[config.mk]
export PLATFORM = sky130hd
export DESIGN_NAME = multicycle_controller
export DESIGN_NICKNAME = d
export VERILOG_FILES = /design/src/rtl/multicycle_controller.sv
export SDC_FILE = /design/constraint.sdc
export NUM_CORES = 1
export LEC_CHECK = 0
export ABC_AREA = 1
export CAP_MARGIN = 20
export CORE_UTILIZATION = 30
export CTS_BUF_LIST = sky130_fd_sc_hd__clkbuf_4
export DETAILED_ROUTE_END_ITERATION = 16
export SLEW_MARGIN = 25
export SYNTH_ARGS = -nofsm -noshare
export SYNTH_HDL_FRONTEND = slang
export SYNTH_SLANG_ARGS = --single-unit
[constraint.sdc]
create_clock -name clk -period 1.41 [get_ports clk]
set_input_delay 0.282 -clock clk [delete_from_list [all_inputs] [get_ports clk]]
set_output_delay 0.282 -clock clk [all_outputs]
set_load 0.005 [all_outputs]
[src/rtl/multicycle_controller.sv]
// Multi-cycle RV32I sequencing controller.
// A Moore FSM walks each instruction through fetch/decode/execute/memory/
// writeback, drives every datapath enable and mux select, shares one memory
// port through mem_req/mem_ready, and counts retired instructions.
//
// Handshake: mem_req (with mem_we and adr_src) is held stable for as long as
// the FSM sits in an access state; the access completes on the rising edge
// where mem_req and mem_ready are both high, and only then does the FSM advance.
module multicycle_controller (
    input  logic        clk,
    input  logic        rst_n,
    input  logic [31:0] instr,
    input  logic        zero,
    input  logic        mem_ready,
    output logic        mem_req,
    output logic        mem_we,
    output logic        adr_src,
    output logic        ir_we,
    output logic        pc_we,
    output logic        rf_we,
    output logic [1:0]  alu_src_a,
    output logic [1:0]  alu_src_b,
    output logic [1:0]  alu_op,
    output logic [1:0]  result_src,
    output logic [2:0]  sel_ext,
    output logic        illegal,
    output logic [31:0] instret,
    output logic [3:0]  state
);

    typedef enum logic [3:0] {
        S_FETCH    = 4'd0,
        S_DECODE   = 4'd1,
        S_MEMADR   = 4'd2,
        S_MEMREAD  = 4'd3,
        S_MEMWB    = 4'd4,
        S_MEMWRITE = 4'd5,
        S_EXEC_R   = 4'd6,
        S_EXEC_I   = 4'd7,
        S_ALUWB    = 4'd8,
        S_BRANCH   = 4'd9,
        S_JAL      = 4'd10,
        S_LUI      = 4'd11,
        S_HALT     = 4'd15
    } state_t;

    localparam logic [6:0] OP_LOAD   = 7'b0000011;
    localparam logic [6:0] OP_STORE  = 7'b0100011;
    localparam logic [6:0] OP_R      = 7'b0110011;
    localparam logic [6:0] OP_I      = 7'b0010011;
    localparam logic [6:0] OP_BRANCH = 7'b1100011;
    localparam logic [6:0] OP_JAL    = 7'b1101111;
    localparam logic [6:0] OP_LUI    = 7'b0110111;

    state_t      state_q, state_d;
    logic        illegal_q;
    logic [31:0] instret_q;
    logic        retire;

    logic [6:0]  opcode;
    logic        funct3_lsb;
    logic        unused_instr_bits;

    assign opcode            = instr[6:0];
    assign funct3_lsb        = instr[12];
    assign unused_instr_bits = ^{instr[31:13], instr[11:7]};

    // State, sticky illegal flag and retired-instruction counter.
    always_ff @(posedge clk or negedge rst_n) begin
        if (!rst_n) begin
            state_q   <= S_FETCH;
            illegal_q <= 1'b0;
            instret_q <= 32'd0;
        end else begin
            state_q <= state_d;
            if (state_d == S_HALT) begin
                illegal_q <= 1'b1;
            end
            if (retire) begin
                instret_q <= instret_q + 32'd1;
            end
        end
    end

    // Next-state, datapath controls and retire strobe for the current state.
    always_comb begin
        state_d    = S_FETCH;
        mem_req    = 1'b0;
        mem_we     = 1'b0;
        adr_src    = 1'b0;
        ir_we      = 1'b0;
        pc_we      = 1'b0;
        rf_we      = 1'b0;
        alu_src_a  = 2'b00;
        alu_src_b  = 2'b00;
        alu_op     = 2'b00;
        result_src = 2'b00;
        retire     = 1'b0;
        case (state_q)
            S_FETCH: begin
                // Strobes are masked while reset is held so an abandoned
                // access never leaks a request or a PC/IR load.
                mem_req    = rst_n;
                alu_src_b  = 2'b10;
                result_src = 2'b10;
                if (mem_ready) begin
                    ir_we   = rst_n;
                    pc_we   = rst_n;
                    state_d = S_DECODE;
                end else begin
                    state_d = S_FETCH;
                end
            end
            S_DECODE: begin
                alu_src_a = 2'b01;
                alu_src_b = 2'b01;
                case (opcode)
                    OP_LOAD, OP_STORE: state_d = S_MEMADR;
                    OP_R:              state_d = S_EXEC_R;
                    OP_I:              state_d = S_EXEC_I;
                    OP_BRANCH:         state_d = S_BRANCH;
                    OP_JAL:            state_d = S_JAL;
                    OP_LUI:            state_d = S_LUI;
                    default:           state_d = S_HALT;
                endcase
            end
            S_MEMADR: begin
                alu_src_a = 2'b10;
                alu_src_b = 2'b01;
                state_d   = (opcode == OP_LOAD) ? S_MEMREAD : S_MEMWRITE;
            end
            S_MEMREAD: begin
                mem_req = 1'b1;
                adr_src = 1'b1;
                state_d = mem_ready ? S_MEMWB : S_MEMREAD;
            end
            S_MEMWB: begin
                result_src = 2'b01;
                rf_we      = 1'b1;
                retire     = 1'b1;
                state_d    = S_FETCH;
            end
            S_MEMWRITE: begin
                mem_req = 1'b1;
                mem_we  = 1'b1;
                adr_src = 1'b1;
                retire  = mem_ready;
                state_d = mem_ready ? S_FETCH : S_MEMWRITE;
            end
            S_EXEC_R: begin
                alu_src_a = 2'b10;
                alu_op    = 2'b10;
                state_d   = S_ALUWB;
            end
            S_EXEC_I: begin
                alu_src_a = 2'b10;
                alu_src_b = 2'b01;
                alu_op    = 2'b10;
                state_d   = S_ALUWB;
            end
            S_LUI: begin
                alu_src_a = 2'b11;
                alu_src_b = 2'b01;
                state_d   = S_ALUWB;
            end
            S_ALUWB: begin
                rf_we   = 1'b1;
                retire  = 1'b1;
                state_d = S_FETCH;
            end
            S_BRANCH: begin
                // funct3[0] inverts the sense of the zero flag (beq vs bne).
                alu_src_a = 2'b10;
                alu_op    = 2'b01;
                pc_we     = zero ^ funct3_lsb;
                retire    = 1'b1;
                state_d   = S_FETCH;
            end
            S_JAL: begin
                alu_src_a = 2'b01;
                alu_src_b = 2'b10;
                pc_we     = 1'b1;
                state_d   = S_ALUWB;
            end
            S_HALT: begin
                state_d = S_HALT;
            end
            default: begin
                state_d = S_FETCH;
            end
        endcase
    end

    // Immediate-format select, decoded from the opcode regardless of state.
    always_comb begin
        sel_ext = 3'b000;
        case (opcode)
            OP_STORE:  sel_ext = 3'b001;
            OP_BRANCH: sel_ext = 3'b010;
            OP_JAL:    sel_ext = 3'b011;
            OP_LUI:    sel_ext = 3'b100;
            default:   sel_ext = 3'b000;
        endcase
    end

    assign illegal = illegal_q;
    assign instret = instret_q;
    assign state   = state_q;

endmodule

== Word-level counts from Yosys, hierarchy flattened ==
Index checks and enable logic that the tools add are counted.

* Bitwise gates (word level): 1
* Equality and inequality tests: 20
* Add/sub/neg operators: 1
* Mux-type cells: 19
* Reduce and logical (&&, ||, !) cells: 11

{| class="wikitable"
|+ Operator list
! operator !! count
|-
| $add 32x1->32 const B || 1
|-
| $pmux 4 s7 || 1
|-
| $eq 4x4->1 const B || 6
|-
| $pmux 4 s6 || 1
|-
| $eq 7x6->1 const B || 3
|-
| $eq 4x3->1 const B || 4
|-
| $eq 7x7->1 const B || 2
|-
| $pmux 2 s2 || 3
|-
| $pmux 3 s4 || 1
|-
| $reduce_or 2->1 || 6
|-
| $reduce_or 4->1 || 3
|-
| $mux 3 || 3
|-
| $eq 4x2->1 const B || 2
|-
| $eq 7x2->1 const B || 1
|-
| $eq 7x5->1 const B || 1
|-
| $mux 1 || 6
|-
| $pmux 2 s3 || 1
|-
| $eq 4x1->1 const B || 1
|-
| $logic_not 4->1 || 1
|-
| $pmux 1 s2 || 2
|-
| $pmux 1 s3 || 1
|-
| $reduce_or 3->1 || 1
|-
| $xor 1x1->1 || 1
|}

* Register bits after elaboration: 37
* Input bits: 36
* Output and inout bits: 54
* Logic and storage cells: 55

== Logic depth before layout (Yosys ltp) ==
* Word-level depth: 5
* Gate-level depth with buffers: 11

== Worst setup path after synthesis ==
Ideal clock, no wire load.

* Path type: register to register
* Start point: reg state_q[3] (netlist: state[3])
* End point: reg instret_q[17] (netlist: instret[17])
* Clock period less this slack: 1415 ps
* Buffers on the path: 1
* Required time: 1284 ps
* Stages on the path, launching flop included: 9
* Data arrival time: 1289 ps
* Setup slack: -5 ps
* Path through: dfrtp_1 inv_1 nand2_2 nor2_4 nand2_1 nand3_4 buf_6 nand3_1 xnor2_1

* Cells in the longest elaborated chain, start to end: 3
* Elaborated cells on any way between the ends: 6
* Classes of those cells: 4 x eq/ne; 1 x mux; 1 x reduce/logical

{| class="wikitable"
|+ RTL lines
! element !! RTL line !! source
|-
| start, declared || 55 || <nowiki>state_t state_q, state_d;</nowiki>
|-
| start signal, assigned || 75 || <nowiki>state_q <= state_d;</nowiki>
|-
| $eq 4x4->1 / $eq 4x3->1 (equally long branches) || 99 || <nowiki>case (state_q)</nowiki>
|-
| $reduce_or 3->1 (no line) || -- ||
|-
| $pmux 1 s2 (*) || 99 ||
|-
| end signal, assigned || 80 || <nowiki>instret_q <= instret_q + 32'd1;</nowiki>
|-
| end, declared || 57 || <nowiki>logic [31:0] instret_q;</nowiki>
|}

Mark *: on every way between the ends. The rest lies on a longest branch, timed or not.
A chain may end at the register's enable or synchronous reset.

== Worst setup path in the final report ==
* Start point: in mem_ready
* End point: out pc_we

* Cells in the longest elaborated chain, start to end: 2

{| class="wikitable"
|+ RTL lines
! element !! RTL line !! source
|-
| start, declared || 14 || <nowiki>input logic mem_ready,</nowiki>
|-
| $mux 1 || 106 || <nowiki>if (mem_ready) begin</nowiki>
|-
| $pmux 1 s3 || 99 ||
|-
| end, declared || 19 || <nowiki>output logic pc_we,</nowiki>
|}

Every way passes these cells.

==> flow_summary_export.csv <==
group,metric,value,unit
drt,drc,0,
timing,finalSetupViolations,53,
cts,holdBufCountCts,0,
power,p_leak,2.89,nW
run_status,violations,"negative setup slack",
setup_path,crit_family,"buffers and inverters",
setup_path,worstPathMaxFanout,3,
setup_path,critPathMaxStageDelay,0.69,ns
timing,slew_violations,0,
drt,vias,3768,
cts,clock_path_buffers,2,
drt,wire_per_inst,15.1,um
setup_path,critPathLaunch,"mem_ready",
floorplan,ios,90,
cts,cts-root-buf,"clkbuf_4",
timing,hold_violations,0,
grt,met1_usage,27.8,%
grt,grt_util_met2,42.3,%
timing,max_freq,525,MHz
setup_path,cp.arrival,1.62,ns
logic_synthesis,yosysUniqueCellTypes,31,
timing,finalCritPeriodShare,135,%
cts,insertion_delay,0.35,ns
floorplan,core_area,8300,um^2
power,ir_drop,343,uV
setup_path,cp-start-kind,"primary input",
finish,synthToLayoutAreaGrowth,108,%
place,dp_hpwl,6500,um
cts,cts_sinks,37,
cts,clk_pin_slew,0.12,ns
finish,final_common_cell,"buf_4",
logic_synthesis,synthCells,400,
setup_path,worstPathRequired,1.13,ns
logic_synthesis,yosysSeqAreaShare,35.5,%
setup_path,crit_chain,"clkdlybuf4s50_1 -> inv_1 -> nor2_4 -> nand2_2 -> o211ai_1 -> buf_2",
grt,track_usage,23.4,%
flow_run,maxCapViolations,0,
grt,grt-busiest-layer,"met2",
timing,relSlewSlack,67.5,%
finish,layout-drive-gt1-share,53.6,%
grt,met3_usage,3.35,%
grt,antenna_found_initial,0,
run_status,outcome,"finished with violations",
drt,first_iter_violations,251,
logic_synthesis,syn_area_per_cell,6.52,um^2
floorplan,die_area,9060,um^2
drt,wl,11400,um
timing,timing.final.ws_setup,-0.494,ns
floorplan,start_util,31.4,%
hold_path,hold_class,"in -> async",
timing,rsz0062_at_grt,"yes",
place,placed_cell_area,4110,um^2
setup_path,critical_path_class,"in -> out",
finish,diodes,0,
setup_path,worstReg2RegStart,"state[3]",
grt,grt_max_degree,38,
grt,first_global_vias,3557,
floorplan,chipWidth,95.2,um
grt,grt-ovfl-total,0,
floorplan,die_h,95.2,um
cts,cts_tree,"done",
finish,fin_nets,682,
logic_synthesis,synth_area,2610,um^2
finish,fin_area,5410,um^2
floorplan,rows,33,
timing,post-route-min-period,1.90,ns
drt,antenna_left,0,
setup_path,cp_slowest_cell,"clkdlybuf4s50_1",
place,numPortBuffers,65,
logic_synthesis,synth_nets,437,
setup_path,endpoint_kind,"output port",
logic_synthesis,synth_warnings,0,
cts,cts_htree_levels,2,
drt,drtPass1Iterations,5,
finish,most-common-layout-cells,"buf_4, nand2_1, buf_6",
grt,grt_pass1_wl,16400,um
finish,fin_util,65.2,%
drt,vias_per_cell,5.02,
place,gp_congestion,0.883,
power,powerDensity,342,nW/um^2
logic_synthesis,synth-seq-cells,37,
setup_path,crit_buf_inv,3,
timing,worst_pin_slew,0.487,ns
timing,skew,0.0143,ns
cts,cts_buffers,5,
==> kinds of logic after synthesis <==
family / count (synthesis) / share of synthesized area (%)
fa+ha+maj: 1 / 0.480
compound gates: 20 / 4.61
simple gates: 261 / 43.1
buf+inv: 59 / 8.88
flops: 37 / 35.5
xor+xnor: 22 / 7.39
==> routing by layer <==
metal  routed length, um  vias to the layer above
li1                    -                     1743
met1                4420                     1775
met2                5740                      180
met3                 643                       70
met4                 563                        0
met5                   0                        -
==> power by group <==
| group | switching (mW) | internal, mW | total [mW] | leakage [nW] |
|---|---|---|---|---|
| Combinational | 0.0905 | 0.0726 | 0.163 | 2.43 |
| Sequential | 0 | 1.06 | 1.06 | 0.432 |
| Clock | 0.370 | 0.257 | 0.627 | 0.0368 |
==> metrics by stage <==
step | hold WS (ns) | setup slack, ns | cells | TNS, ns | power (mW)
floorplan | -0.0136 | 0.0185 | 400 | 0 | 1.11
global placement | 0.470 | -0.683 | 665 | -14.48 | 1.21
detailed placement | 0.454 | -0.765 | 665 | -14.92 | 1.21
CTS | 0.0818 | -0.416 | 735 | -12.97 | 1.84
global route | 0.129 | -0.571 | 751 | -19.72 | 1.92
finish | 0.0863 | -0.494 | 751 | -16.41 | 1.85
==> state kept, by name, indices dropped and copies added, names as in the netlist <==
signal   flops
illegal      1
state        4
instret     32
==> cell type report <==
class / instances / area (um^2)
clock buffer: 8 / 60.1
fill: 638 / 2890
inverter: 56 / 220
multi-input combinational: 307 / 2050
sequential: 37 / 928
tap: 105 / 131
timing repair buffer: 238 / 2030
==> cells in the mapped netlist <==
cell | count | area, um^2
nor3_1 | 14 | 70.1
nand2_1 | 144 | 541
and3_1 | 1 | 6.26
nor3b_1 | 1 | 7.51
inv_1 | 53 | 199
o21bai_1 | 1 | 7.51
nand3_1 | 23 | 115
nor2_4 | 1 | 11.3
nand3_2 | 1 | 10.0
buf_6 | 1 | 11.3
o211ai_1 | 3 | 22.5
ha_1 | 1 | 12.5
o2111ai_1 | 1 | 8.76
nand4_1 | 5 | 31.3
xor2_1 | 14 | 123
nand3b_1 | 5 | 37.5
nor3_4 | 1 | 16.3
a2111oi_0 | 1 | 8.76
nor3_2 | 2 | 20.0
a21oi_1 | 2 | 10.0
buf_2 | 2 | 10.0
o31ai_1 | 1 | 7.51
inv_2 | 3 | 11.3
xnor2_1 | 8 | 70.1
nand3_4 | 1 | 17.5
o21ai_0 | 10 | 50.1
nand2_2 | 2 | 12.5
dfrtp_1 | 37 | 926
o21ai_1 | 1 | 5.00
nor2_1 | 59 | 221
nor4_1 | 1 | 6.26
==> worst paths after layout <==
check                               to  slack (ns)  depth (start not counted)
setup / recovery                 pc_we       -0.49                          6
hold / removal             instret[18]        0.09                          2
setup reg to reg           instret[18]       -0.38                         11
hold reg to reg                illegal        0.48                          2
max in group asynchronous     state[0]        0.95                          2
min in group clk               illegal        0.48                          2
==> timing repair <==
action | in CTS | in global routing
gates cloned | 4 | 0
setup buffers | 60 | 30
gates resized for setup | 278 | 124
pin swaps | 48 | 45
endpoints found under the setup margin | 90 | 71
Note: power is estimated with default switching activity, not from simulation.
